## config.mk

```make
export PLATFORM = sky130hd
export DESIGN_NAME = lsu_mem_port
export DESIGN_NICKNAME = d
export VERILOG_FILES = /design/src/rtl/lsu_pkg.sv /design/src/rtl/lsu_mem_port.sv
export SDC_FILE = /design/constraint.sdc
export NUM_CORES = 1
export LEC_CHECK = 0
export ABC_AREA = 1
export BUFFER_PORTS_ARGS = -buffer_cell sky130_fd_sc_hd__buf_4
export CAP_MARGIN = 10
export CORE_AREA = 2 2 103 105
export DETAILED_ROUTE_END_ITERATION = 8
export DIE_AREA = 0 0 105 107
export GPL_ROUTABILITY_DRIVEN = 0
export GPL_TIMING_DRIVEN = 0
export PLACE_DENSITY_LB_ADDON = 0.2
export SKIP_LAST_GASP = 1
export SLEW_MARGIN = 20
export SYNTH_ARGS = -nofsm -noshare
export SYNTH_HDL_FRONTEND = slang
export SYNTH_SLANG_ARGS = --single-unit
```

## constraint.sdc

```tcl
create_clock -name clk -period 1.89 [get_ports clk]
set_input_delay 0.0945 -clock clk [delete_from_list [all_inputs] [get_ports clk]]
set_output_delay 0.0945 -clock clk [all_outputs]
set_load 0.05 [all_outputs]
```

## src/rtl/lsu_pkg.sv

```systemverilog
// Shared types, funct3 encodings and request-check helpers for the LSU memory port.
package lsu_pkg;

    typedef enum logic [1:0] {
        IDLE    = 2'd0,
        ISSUE   = 2'd1,
        CAPTURE = 2'd2,
        RESP    = 2'd3
    } state_t;

    typedef enum logic [1:0] {
        ERR_NONE     = 2'b00,
        ERR_MISALIGN = 2'b01,
        ERR_FAULT    = 2'b10,
        ERR_ILLEGAL  = 2'b11
    } err_t;

    localparam logic [2:0] F3_B  = 3'b000;
    localparam logic [2:0] F3_H  = 3'b001;
    localparam logic [2:0] F3_W  = 3'b010;
    localparam logic [2:0] F3_BU = 3'b100;
    localparam logic [2:0] F3_HU = 3'b101;

    // Stores only have signed-width encodings; loads add the unsigned variants.
    function automatic logic is_legal_f3(input logic we, input logic [2:0] f3);
        if (we)
            return f3 inside {F3_B, F3_H, F3_W};
        return f3 inside {F3_B, F3_H, F3_W, F3_BU, F3_HU};
    endfunction

    function automatic logic is_misaligned(input logic [2:0] f3, input logic [1:0] addr_lo);
        case (f3)
            F3_H, F3_HU: return addr_lo[0];
            F3_W:        return addr_lo != 2'b00;
            default:     return 1'b0;
        endcase
    endfunction

endpackage

```

## src/rtl/lsu_mem_port.sv

```systemverilog
// Single-outstanding load/store initiator: checks the request, drives one memory
// access cycle, captures load data and holds the response until consumed.
module lsu_mem_port
    import lsu_pkg::*;
#(
    parameter int DMEM_BYTES = 4096
) (
    input  logic        clk,
    input  logic        rst_n,
    input  logic        req_valid,
    output logic        req_ready,
    input  logic        req_we,
    input  logic [2:0]  req_funct3,
    input  logic [31:0] req_addr,
    input  logic [31:0] req_wdata,
    input  logic [4:0]  req_rd,
    output logic        resp_valid,
    input  logic        resp_ready,
    output logic [31:0] resp_rdata,
    output logic [4:0]  resp_rd,
    output logic [1:0]  resp_err,
    output logic        resp_is_store,
    output logic        mem_read,
    output logic        mem_write,
    output logic [31:0] mem_address,
    output logic [31:0] mem_write_data,
    output logic [2:0]  mem_funct3,
    input  logic [31:0] mem_read_data
);

    localparam logic [31:0] DMEM_LAST = 32'(DMEM_BYTES - 1);

    state_t state;
    err_t   req_err;
    logic   accept;

    // Illegal outranks misaligned, which outranks the range fault.
    always_comb begin
        req_err = ERR_NONE;
        if (!is_legal_f3(req_we, req_funct3))
            req_err = ERR_ILLEGAL;
        else if (is_misaligned(req_funct3, req_addr[1:0]))
            req_err = ERR_MISALIGN;
        else if (req_addr > DMEM_LAST)
            req_err = ERR_FAULT;
    end

    assign req_ready  = (state == IDLE);
    assign accept     = req_valid && req_ready;
    assign resp_valid = (state == RESP);

    // Strobes decode from state so an async reset drops them immediately.
    assign mem_read  = (state == ISSUE) && !resp_is_store;
    assign mem_write = (state == ISSUE) &&  resp_is_store;

    always_ff @(posedge clk or negedge rst_n) begin
        if (!rst_n) begin
            state          <= IDLE;
            mem_address    <= '0;
            mem_write_data <= '0;
            mem_funct3     <= '0;
            resp_rdata     <= '0;
            resp_rd        <= '0;
            resp_err       <= ERR_NONE;
            resp_is_store  <= 1'b0;
        end else begin
            case (state)
                IDLE: begin
                    if (accept) begin
                        mem_address    <= req_addr;
                        mem_write_data <= req_wdata;
                        mem_funct3     <= req_funct3;
                        resp_rd        <= req_rd;
                        resp_is_store  <= req_we;
                        resp_err       <= req_err;
                        resp_rdata     <= '0;
                        state          <= (req_err == ERR_NONE) ? ISSUE : RESP;
                    end
                end
                ISSUE:   state <= resp_is_store ? RESP : CAPTURE;
                CAPTURE: begin
                    resp_rdata <= mem_read_data;
                    state      <= RESP;
                end
                RESP: begin
                    if (resp_ready)
                        state <= IDLE;
                end
                default: state <= IDLE;
            endcase
        end
    end

endmodule
```

# == Word level (Yosys, flattened, before mapping) ==
# Index checks and enable logic that the tools add are counted.
# classes
magnitude_cmp,1
eq_ne,9
n_mux,15
reduce_logical,15
# op_table
operator,count
$pmux W32 S2,1
$gt A32 B12 Y1 const B,1
$mux W32,1
$mux W2,6
$pmux W2 S4,1
$eq A3 B3 Y1 const B,2
$reduce_and A2 Y1,3
$mux W1,5
$reduce_bool A5 Y1,1
$eq A2 B2 Y1 const B,2
$logic_not A2 Y1,2
$ne A2 B1 Y1 const B,2
$reduce_bool A2 Y1,2
$eq A3 B1 Y1 const B,1
$eq A3 B2 Y1 const B,1
$logic_and A1 B1 Y1,3
$logic_not A3 Y1,1
$reduce_bool A3 Y1,1
$eq A2 B1 Y1 const B,1
$pmux W1 S2,1
$reduce_or A2 Y1,1
$logic_not A1 Y1,1
# totals
register_bits,109
input_bits,109
output_inout_bits,111

# == Depth between registers and ports, before layout ==
# Gate-level depths: netlist (run 1).
# depth
depth_word,11
ltp_mapped,8
depth_no_buf,8

# == Worst setup path before layout (run 1) ==
# OpenSTA, ideal clock, no wires.
# synth_timing
path_kind,flip-flop to flip-flop
start,reg state[0]
end,reg state[1]
arrival_time_ns,1.718
path_slack_ns,0.051
path_stages_with_launch,9
synth_period_minus_slack_ns,1.839
path_cell_list,dfrtp_1 inv_1 ha_1 nand2_1 o21ai_1 inv_1 o21ai_0 o21bai_1 nand2_1
# synth_via
elab_chain_cells,4
word_cells_on_any_way,9
classes_between,eq/ne (5); mux (1); reduce/logical (3)
# synth_rtl
element,line_no,text
start: declaration,lsu_mem_port.sv:33,state_t state;
start signal: assignment,lsu_mem_port.sv:77,state <= (req_err == ERR_NONE) ? ISSUE : RESP;
start signal: assignment,lsu_mem_port.sv:80,ISSUE: state <= resp_is_store ? RESP : CAPTURE;
$logic_not A2 Y1 (*),lsu_mem_port.sv:48,assign req_ready = (state == IDLE);
via req_ready,lsu_mem_port.sv:11,"output logic req_ready,"
$logic_and A1 B1 Y1,lsu_mem_port.sv:49,assign accept = req_valid && req_ready;
$ne A2 B1 Y1 (no source line),n/a,
$reduce_and A2 Y1 (no source line),n/a,
# The timed path passes the listed nets; every way through them passes the cells marked *.
# A chain may end at the register's enable or synchronous reset.

# == Worst setup path after layout (run 1) ==
# layout_timing
start,reg state[0]
end,reg resp_rdata[18]
# layout_via
elab_chain_cells,4
word_cells_on_any_way,7
classes_between,eq/ne (2); mux (1); reduce/logical (4)
# layout_rtl
element,line_no,text
$logic_not A2 Y1,"lsu_mem_port.sv:48, lsu_mem_port.sv:67",
$logic_and A1 B1 Y1,lsu_mem_port.sv:49,
$ne A2 B1 Y1 (no source line),n/a,
$reduce_and A2 Y1 (no source line),n/a,
end signal: assignment,lsu_mem_port.sv:82,resp_rdata <= mem_read_data;
end: declaration,lsu_mem_port.sv:19,"output logic [31:0] resp_rdata,"
# Several ways; a longest one is shown, not always the timed one.

==> results.sh, run 1 <==
export IMPL_fmax_mhz=595
export IMPL_regToRegEndpoint="resp_rdata[18]$_DFFE_PN0P_"
export IMPL_power_uw=13800
export IMPL_hold_slack_ns=0.0108
export IMPL_multi_input_area_mm2=0.00148
export IMPL_cts_sinks=109
export IMPL_drt_pass1_iterations=5
export IMPL_relSlewSlack=0.658
export IMPL_dieHeight_um=107
export IMPL_grt_use_total=0.266
export IMPL_synth_top_area_share=0.617
export IMPL_cts_max_level=3
export IMPL_setup_violations=0
export IMPL_die_w_um=105
export IMPL_synth_area_leader_cell="dfrtp_1"
export IMPL_dieArea_mm2=0.0112
export IMPL_cts_setup_buffers=0
export IMPL_wl_per_cell_um=14.8
export IMPL_start_util=0.438
export IMPL_avgSynthCellArea_um2=8.62
export IMPL_synth_cell_types=17
export IMPL_syn_num_nets=626
export IMPL_insertedDiodeCount=0
export IMPL_root_buffer="clkbuf_8"
export IMPL_vias=4720
export IMPL_rr_worst_depth=6
export IMPL_tritoncts="yes"
export IMPL_cp_top_family="buffers and inverters"
export IMPL_required_ns=2.20
export IMPL_hpwlAfterDp_um=8910
export IMPL_ys_seq_elements=109
export IMPL_critPathKind="flop to flop"
export IMPL_rrSetupSlack_ns=0.21
export IMPL_worstHoldPathType="input pin to flop"
export IMPL_drc=0
export IMPL_hold_viol=0
export IMPL_peakVddDrop_v=0.00122
export IMPL_synthCells=513
export IMPL_grt_pass1_vias=4849
export IMPL_skew_ns=0.00979
export IMPL_r2r_start="state[0]$_DFFE_PN0P_"
export IMPL_yosys_warnings=0
export IMPL_io_pins=220
export IMPL_grt_antenna_before_repair=0
export IMPL_syn2layout_area_growth_pct=67.8
export IMPL_synth_seq_area_share=0.617
export IMPL_clk_pin_slew_worst_paths_ns=0.10
export IMPL_port_buffer_count=219
export IMPL_whs_path_depth=3
export IMPL_drive_above_1_share=0.295
export IMPL_viasPerCell=4.80
export IMPL_worst_slew_pin_slew_ns=0.514
export IMPL_grt_remaining_overflow=0
export IMPL_clockBufferDepth=2
export IMPL_antenna_left=0
export IMPL_fill_cells=717
export IMPL_p_leak_uw=0.00407
export IMPL_cp_start_kind="flop"
export IMPL_fin_nets=956
export IMPL_outcome="finished clean"
export IMPL_path_cells="inv_1, ha_1, clkbuf_1, buf_1, nand3_1, nand2_1"
export IMPL_critical_path_max_stage_delay_ns=0.42
export IMPL_period_needed_ns=1.68
export IMPL_synth_area_top_cells="dfrtp_1, nand2_1, nand3_1"
export IMPL_clock_latency_ns=0.36
export IMPL_fin_tns_setup_ns=0
export IMPL_drv_slew=0
export IMPL_core_mm2=0.0101
export IMPL_hp_start="req_addr[30]"
export IMPL_placementRows=37
export IMPL_timing_max_cap_violations=0
export IMPL_fin_crit_sh=0.890
export IMPL_cpMaxStageDelayCell="dfrtp_1"
export IMPL_min_to="mem_address[30]$_DFFE_PN0P_"
export IMPL_rsz0062_at_grt="no"
export IMPL_worst_setup_path_end_kind="flop"
export IMPL_cts_buffers=9
export IMPL_cellPowerDensity_mw_per_mm2=1850
export IMPL_finalWirelength_um=14600
export IMPL_worstPathArrival_ns=1.99
export IMPL_grt_pass1_wl_um=23700
export IMPL_syn_area_mm2=0.00442
export IMPL_cp_max_fo=10
export IMPL_seq_area_mm2=0.00273
export IMPL_worst_path_buf_inv=3
export IMPL_drt_iter0_drc=319
export IMPL_grt_max_degree=110
==> what timing repair did <==
item	4_1_cts	5_1_grt
hold buffers	99	0
gates resized for setup	0	1
endpoints found under the hold margin	207	0
endpoints found under the setup margin	0	56
==> kinds of logic (layout without fill, tap and decap cells) <==
family | count (synthesis) | in the layout | synth area share
buffers and inverters | 49 | 383 | 0.0484
DFF | 109 | 109 | 0.617
AOI/OAI and AO/OA | 18 | 18 | 0.0212
and+or+nand+nor | 333 | 333 | 0.302
adders and majority gates | 4 | 4 | 0.0113
==> synth_stat cells <==
library cell and count:
nand3_1 68, a31oi_1 1, inv_1 19, o21ai_0 13
ha_1 4, dfrtp_1 109, buf_2 12, buf_4 4
clkbuf_1 9, nor2_1 15, a21oi_1 2, o21bai_1 1
nand2_2 1, o21ai_1 1, buf_1 4, nand2_1 249
inv_2 1
==> how the worst max path moves through the flow <==
stage,endpoint,start,slack [ns],cells after the start
2_1_floorplan,state[1]$_DFFE_PN0P_,state[0]$_DFFE_PN0P_,0.05,8
3_3_place_gp,mem_write_data[10]$_DFFE_PN0P_,state[0]$_DFFE_PN0P_,0.17,8
3_5_place_dp,mem_address[29]$_DFFE_PN0P_,state[0]$_DFFE_PN0P_,0.11,5
4_1_cts,mem_write_data[2]$_DFFE_PN0P_,state[0]$_DFFE_PN0P_,0.09,8
5_1_grt,resp_rdata[18]$_DFFE_PN0P_,state[0]$_DFFE_PN0P_,0.03,6
6_report,resp_rdata[18]$_DFFE_PN0P_,state[0]$_DFFE_PN0P_,0.21,6
==> layout by cell type, fill, tap and decap left out <==
cell             n
nor2_1          15
o21bai_1         1
o21ai_1          1
buf_16           1
dlygate4sd3_1   99
buf_1            4
clkbuf_1        13
clkbuf_8        10
inv_2            1
clkinvlp_4       1
nand2_2          1
buf_2           12
o21ai_0         13
dfrtp_1        109
nand3_1         68
inv_1           19
a31oi_1          1
nand2_1        249
buf_6            1
buf_4          222
ha_2             1
ha_1             3
a21oi_1          2
==> per-stage QoR <==
stage / util / cell area (um^2) / setup WS [ns] / cells
2_1_floorplan: - / 4420 / 0.0509 / 513
3_3_place_gp: 0.618 / 6240 / 0.171 / 868
3_5_place_dp: 0.618 / 6240 / 0.107 / 868
4_1_cts: 0.732 / 7390 / 0.0937 / 982
5_1_grt: 0.735 / 7420 / 0.0269 / 983
6_report: 0.735 / 7420 / 0.209 / 983
==> final cells by class <==
cell class	instances	area share
clock inverters	1	0.00101
plain buffers	29	0.0187
flip-flops and latches	109	0.367
well taps	136	0.0229
inverters	20	0.0101
repair buffers	319	0.359
multi-input cells	355	0.200
clock buffers	14	0.0206
==> where the power goes <==
group          total (uW)  internal, uW  switching [uW]  leakage [uW]
clock                1270           513             754     0.0000768
sequential           4070          3410             654       0.00136
combinational        8420          2470            5950       0.00264
total               13800          6390            7360       0.00407
==> state kept, by name, indices dropped and copies added, names as in the netlist <==
| name | flops |
|---|---|
| resp_is_store | 1 |
| resp_rdata | 32 |
| resp_err | 2 |
| mem_write_data | 32 |
| resp_rd | 5 |
| mem_address | 32 |
| mem_funct3 | 3 |
| state | 2 |
==> routing by layer <==
metal | global-route usage | share of wire | vias to the layer above | wire length [um]
li1 | - | - | 2253 | -
met3 | 0.0596 | 0.077 | 31 | 1130
met1 | 0.323 | 0.40 | 2221 | 5890
met5 | 0 | 0 | - | 0
met4 | 0.105 | 0.026 | 0 | 378
met2 | 0.463 | 0.49 | 215 | 7190
==> tightest hold or removal path, delay by kind of cell <==
family                 cells  cell delay (ns)
buffers and inverters      2             0.16
AOI/OAI and AO/OA          1             0.07
(Power assumes the default switching activity.)
==> run 2, diff against run 1 <==
--- a/config.mk
+++ b/config.mk
@@ -13,7 +13,7 @@
 export DIE_AREA = 0 0 105 107
 export GPL_ROUTABILITY_DRIVEN = 0
 export GPL_TIMING_DRIVEN = 0
-export PLACE_DENSITY_LB_ADDON = 0.2
+export PLACE_DENSITY = 0.75
 export SKIP_LAST_GASP = 1
 export SLEW_MARGIN = 20
 export SYNTH_ARGS = -nofsm -noshare
==> run 2 against run 1 <==
Hold slack gained 0.0053 ns. First-iteration DRC count decreased by 22%. Setup slack got worse by 0.063 ns. Non-clock buffer count unchanged. Combinational power hardly changed. Clock power is 24% higher. Register-to-register slack worse by 0.06 ns. Via count decreased by 0.68%. Wire length shrank 2.9%. Sequential power hardly changed. Count of clock-buffer cells in the layout down 2. Maximum frequency fell by 3.6%. Critical path type unchanged. Highest routed layer unchanged.
==> results.sh, run 2 (synthesis gave the netlist of run 1 again) <==
export IMPL_finalWirelength_um=14200
export IMPL_placementRows=37
export IMPL_cts_max_level=3
export IMPL_timing_max_cap_violations=0
export IMPL_rsz0062_at_grt="no"
export IMPL_dp_cells=868
export IMPL_path_cells="inv_1, ha_2, nand2_2, buf_2, buf_2, nand2_1, nand2_1"
export IMPL_cts_setup_buffers=0
export IMPL_p_leak_uw=0.00411
export IMPL_clk_pin_slew_worst_paths_ns=0.10
export IMPL_viasPerCell=4.76
export IMPL_worstHoldPathType="input pin to flop"
export IMPL_grt_pass1_vias=4779
export IMPL_grt_pass1_wl_um=23000
export IMPL_outcome="finished clean"
export IMPL_core_mm2=0.0101
export IMPL_cts_buffers=9
export IMPL_grt_max_degree=110
export IMPL_grt_antenna_before_repair=0
export IMPL_regToRegEndpoint="mem_address[23]$_DFFE_PN0P_"
export IMPL_cts_sinks=109
export IMPL_cellPowerDensity_mw_per_mm2=1880
export IMPL_top_usage_layer="met2"
export IMPL_required_ns=2.20
export IMPL_dieHeight_um=107
export IMPL_hold_viol=0
export IMPL_worst_setup_path_end_kind="flop"
export IMPL_worstPathArrival_ns=2.05
export IMPL_drt_iter0_drc=248
export IMPL_rrSetupSlack_ns=0.15
export IMPL_skew_ns=0.00872
export IMPL_gr_usage_met3=0.0602
export IMPL_die_w_um=105
export IMPL_wl_per_cell_um=14.4
export IMPL_crit_start="state[1]$_DFFE_PN0P_"
export IMPL_cp_max_fo=10
export IMPL_grtUsageMet1=0.300
export IMPL_grt_use_total=0.257
export IMPL_worst_slew_pin_slew_ns=0.985
export IMPL_root_buffer="clkbuf_8"
export IMPL_drv_slew=0
export IMPL_peakVddDrop_v=0.00104
export IMPL_vias=4688
export IMPL_cpMaxStageDelayCell="dfrtp_1"
export IMPL_antenna_left=0
export IMPL_setup_violations=0
export IMPL_fin_nets=956
export IMPL_syn2layout_area_growth_pct=68.9
export IMPL_fmax_mhz=573
export IMPL_period_needed_ns=1.74
export IMPL_final_common_cell="nand2_1"
export IMPL_io_pins=220
export IMPL_hpwlAfterDp_um=8960
export IMPL_reg_top3="mem_address x32, mem_write_data x32, resp_rdata x32"
export IMPL_fin_ws_ns=0.146
export IMPL_endpoint="mem_address[23]$_DFFE_PN0P_"
export IMPL_grt_remaining_overflow=0
export IMPL_fin_util=0.740
export IMPL_r2r_start="state[1]$_DFFE_PN0P_"
export IMPL_use_met2=0.455
export IMPL_place_ws_ns=0.0936
export IMPL_relSlewSlack=0.344
export IMPL_fill_cells=684
export IMPL_mostFrequentLayoutCells="nand2_1, buf_4, dfrtp_1"
export IMPL_fin_cells=984
export IMPL_dieArea_mm2=0.0112
export IMPL_fin_tns_setup_ns=0
export IMPL_rr_worst_depth=7
export IMPL_port_buffer_count=219
export IMPL_clock_latency_ns=0.36
export IMPL_insertedDiodeCount=0
export IMPL_power_uw=14000
export IMPL_critical_path_max_stage_delay_ns=0.43
export IMPL_fin_crit_sh=0.923
export IMPL_clockBufferDepth=2
export IMPL_critPathKind="flop to flop"
export IMPL_drive_above_1_share=0.300
export IMPL_drc=0
export IMPL_start_util=0.438
export IMPL_drt_pass1_iterations=5
export IMPL_cp_start_kind="flop"
export IMPL_tritoncts="yes"
-- run 2: cell types whose count changed in the layout (fill, tap and decap cells not counted) --
cell	delta
clkinvlp_4	-1
dlygate4sd3_1	+1
clkbuf_8	+1
clkbuf_2	+1
buf_16	-1
bufinv_16	+2
clkbuf_1	-4
clkinv_2	+2
-- run 2: power breakdown --
part | internal, uW | total, uW | switching, uW
Sequential | 3410 | 4060 | 642
Clock | 816 | 1570 | 753
Combinational | 2470 | 8410 | 5950
-- run 2: layout make-up --
class                   instances  area (um^2)  area share
clock inverters                 4         70.1     0.00938
plain buffers                  29          140      0.0188
repair buffers                319         2650       0.355
well taps                     136          170      0.0228
flip-flops and latches        109         2730       0.365
inverters                      20         75.1      0.0100
clock buffers                  12          155      0.0208
multi-input cells             355         1480       0.199
-- run 2: what timing repair did --
action / 4_1_cts / 5_1_grt
endpoints found under the hold margin: 208 / 0
setup endpoints to repair: 0 / 66
resized for setup: 0 / 3
hold buffers: 100 / 0
-- run 2: worst max-delay path, delay by kind of cell, from the launching register on --
kind                     cells  cell delay, ns
AND/OR/NAND/NOR              3            0.40
flip-flops                   1            0.43
adder cells (fa/ha/maj)      1            0.23
buffers and inverters        3            0.62
-- run 2: stage by stage --
stage,hold slack [ns],cell area [um^2]
final,0.0161,7470
after floorplan,-0.201,4420
after detailed placement,0.295,6240
after global placement,0.289,6240
after global routing,0.0273,7470
after CTS,0.000538,7470
-- run 2: worst min-delay path by stage --
stage | from | to | slack (ns) | cells past startpoint
after floorplan | rst_n | mem_address[0]$_DFFE_PN0P_ | -0.20 | 0
after global placement | req_wdata[30] | mem_write_data[30]$_DFFE_PN0P_ | 0.29 | 3
after detailed placement | req_wdata[22] | mem_write_data[22]$_DFFE_PN0P_ | 0.29 | 3
after CTS | req_addr[31] | mem_address[31]$_DFFE_PN0P_ | 0.0005 | 3
after global routing | req_addr[28] | mem_address[28]$_DFFE_PN0P_ | 0.03 | 3
final | req_addr[31] | mem_address[31]$_DFFE_PN0P_ | 0.02 | 3
-- run 2: per-layer routing --
layer / part of all wire / wire [um]
met3: 0.068 / 963
met1: 0.40 / 5610
met4: 0.028 / 394
met2: 0.51 / 7200
met5: 0 / 0
==> run 3, diff against run 2 <==
--- a/config.mk
+++ b/config.mk
@@ -13,7 +13,9 @@
 export DIE_AREA = 0 0 105 107
 export GPL_ROUTABILITY_DRIVEN = 0
 export GPL_TIMING_DRIVEN = 0
+export MAX_ROUTING_LAYER = met4
 export PLACE_DENSITY = 0.75
+export SETUP_SLACK_MARGIN = 0.3
 export SKIP_LAST_GASP = 1
 export SLEW_MARGIN = 20
 export SYNTH_ARGS = -nofsm -noshare
==> run 3 against run 2 <==
Final cell count rose by 0.51%. Non-clock buffer count rose by 5. Sequential power barely moved. Largest power group unchanged. Critical endpoint is now mem_read. Cell area rose by 1.0%. Sequential share of layout area fell by 0.38 points. Highest routed layer unchanged. Critical path depth fell by 2. Critical path type is now flop to output pin. Flip-flop and latch count did not move. First-iteration DRC count rose by 27%. Count of clock-buffer cells in the layout fell by 2. Total power rose by 0.24%. Maximum frequency rose by 17%. Die area did not move.
==> results.sh, run 3 (synthesis gave the netlist of run 1 again) <==
export IMPL_cts_sinks=109
export IMPL_whs_path_depth=4
export IMPL_clock_latency_ns=0.37
export IMPL_finalWirelength_um=14400
export IMPL_hold_viol=0
export IMPL_grt_antenna_before_repair=0
export IMPL_clockBufferDepth=2
export IMPL_worstPathArrival_ns=1.40
export IMPL_io_pins=220
export IMPL_viasPerCell=4.78
export IMPL_r2r_start="state[1]$_DFFE_PN0P_"
export IMPL_hp_start="resp_ready"
export IMPL_dieHeight_um=107
export IMPL_regToRegEndpoint="resp_rd[4]$_DFFE_PN0P_"
export IMPL_dieArea_mm2=0.0112
export IMPL_grt_pass1_wl_um=23200
export IMPL_cp_max_fo=4
export IMPL_rr_worst_depth=7
export IMPL_period_needed_ns=1.49
export IMPL_outcome="finished clean"
export IMPL_start_util=0.438
export IMPL_wl_per_cell_um=14.6
export IMPL_clk_pin_slew_worst_paths_ns=0.10
export IMPL_port_buffer_count=219
export IMPL_cts_buffers=9
export IMPL_fmax_mhz=669
export IMPL_root_buffer="clkbuf_8"
export IMPL_grt_max_degree=110
export IMPL_reg_top3="mem_address x32, mem_write_data x32, resp_rdata x32"
export IMPL_drt_pass1_iterations=4
export IMPL_worst_setup_path_end_kind="output pin"
export IMPL_grt_remaining_overflow=0
export IMPL_rsz0062_at_grt="yes"
export IMPL_grt_use_total=0.267
export IMPL_final_common_cell="nand2_1"
export IMPL_placementRows=37
export IMPL_timing_max_cap_violations=0
export IMPL_mostFrequentLayoutCells="nand2_1, buf_4, dfrtp_1"
export IMPL_p_leak_uw=0.00415
export IMPL_cts_max_level=3
export IMPL_cp_start_kind="flop"
export IMPL_setup_violations=0
export IMPL_drv_slew=0
export IMPL_relSlewSlack=0.340
export IMPL_peakVddDrop_v=0.00130
export IMPL_cellPowerDensity_mw_per_mm2=1860
export IMPL_fin_nets=961
export IMPL_rrSetupSlack_ns=0.40
export IMPL_worst_slew_pin_slew_ns=0.990
export IMPL_min_to="state[1]$_DFFE_PN0P_"
export IMPL_required_ns=1.80
export IMPL_grt_pass1_vias=4841
export IMPL_syn2layout_area_growth_pct=70.7
export IMPL_fin_tns_setup_ns=0
export IMPL_core_mm2=0.0101
export IMPL_hpwlAfterDp_um=9220
export IMPL_crit_start="state[1]$_DFFE_PN0P_"
export IMPL_skew_ns=0.00858
export IMPL_insertedDiodeCount=0
export IMPL_drc=0
export IMPL_critPathKind="flop to output pin"
export IMPL_antenna_left=0
export IMPL_die_w_um=105
export IMPL_hold_slack_ns=0.0107
export IMPL_drt_iter0_drc=315
export IMPL_tritoncts="yes"
export IMPL_drive_above_1_share=0.317
export IMPL_worstHoldPathType="input pin to flop"
export IMPL_fin_crit_sh=0.791
export IMPL_vias=4731
==> run 3: changes by cell type in the layout (fill, tap and decap cells not counted), sizes merged <==
cell	before	now
clkinvlp	0	3
bufinv	2	1
dlygate4sd3	100	103
buf	239	237
clkbuf	21	23
==> run 3: critical path, cell delays in order, from the launching register on <==
cell and delay, ns:
dfrtp_1 0.44, inv_2 0.10, ha_1 0.16, inv_1 0.04, nor2_1 0.12, buf_6 0.18
==> run 3: layer usage <==
layer  GRT usage  vias up  part of all wire  wire (um)
li1            -     2265                 -          -
met5           -        -                 0          0
met3      0.0419       32             0.063        915
met4       0.107        0             0.026        376
met2       0.463      200              0.51       7380
met1       0.313     2234              0.40       5780
==> run 3: layout make-up <==
type / instances / area (um^2)
buffer: 29 / 175
clock buffer: 10 / 138
clock inverter: 6 / 62.6
fill: 688 / 2540
inverter: 20 / 75.1
multi-input combinational: 355 / 1500
sequential: 109 / 2730
tap: 136 / 170
timing repair buffer: 324 / 2700
==> run 3: worst max-delay path by stage <==
stage	slack, ns	to	cells past startpoint
floorplan	0.36	state[1]$_DFFE_PN0P_	7
global placement	0.28	mem_write_data[31]$_DFFE_PN0P_	7
detailed placement	0.22	mem_write_data[7]$_DFFE_PN0P_	7
CTS	0.29	state[1]$_DFFE_PN0P_	8
global route	0.27	state[0]$_DFFE_PN0P_	6
finish	0.40	mem_read	5
==> run 3: through the flow <==
stage / area [um^2] / util / total power [uW] / instances / setup WS [ns]
after floorplan: 4440 / - / 9630 / 513 / 0.364
after global placement: 6250 / 0.619 / 12100 / 868 / 0.280
after detailed placement: 6250 / 0.620 / 12300 / 868 / 0.217
after CTS: 7500 / 0.743 / 14000 / 987 / 0.289
after global routing: 7550 / 0.748 / 14800 / 989 / 0.270
final: 7550 / 0.748 / 14100 / 989 / 0.396
==> run 3: what timing repair did <==
action / 4_1_cts / 5_1_grt
hold buffers: 103 / 0
hold endpoints to repair: 211 / 0
buffers inserted: 0 / 2
pin swaps: 0 / 1
resized for setup: 9 / 20
setup endpoints to repair: 86 / 92
==> run 3: power by group <==
part / internal, uW / switching [uW]
clock: 644 / 782
combinational: 2580 / 6010
sequential: 3410 / 649
total: 6640 / 7440
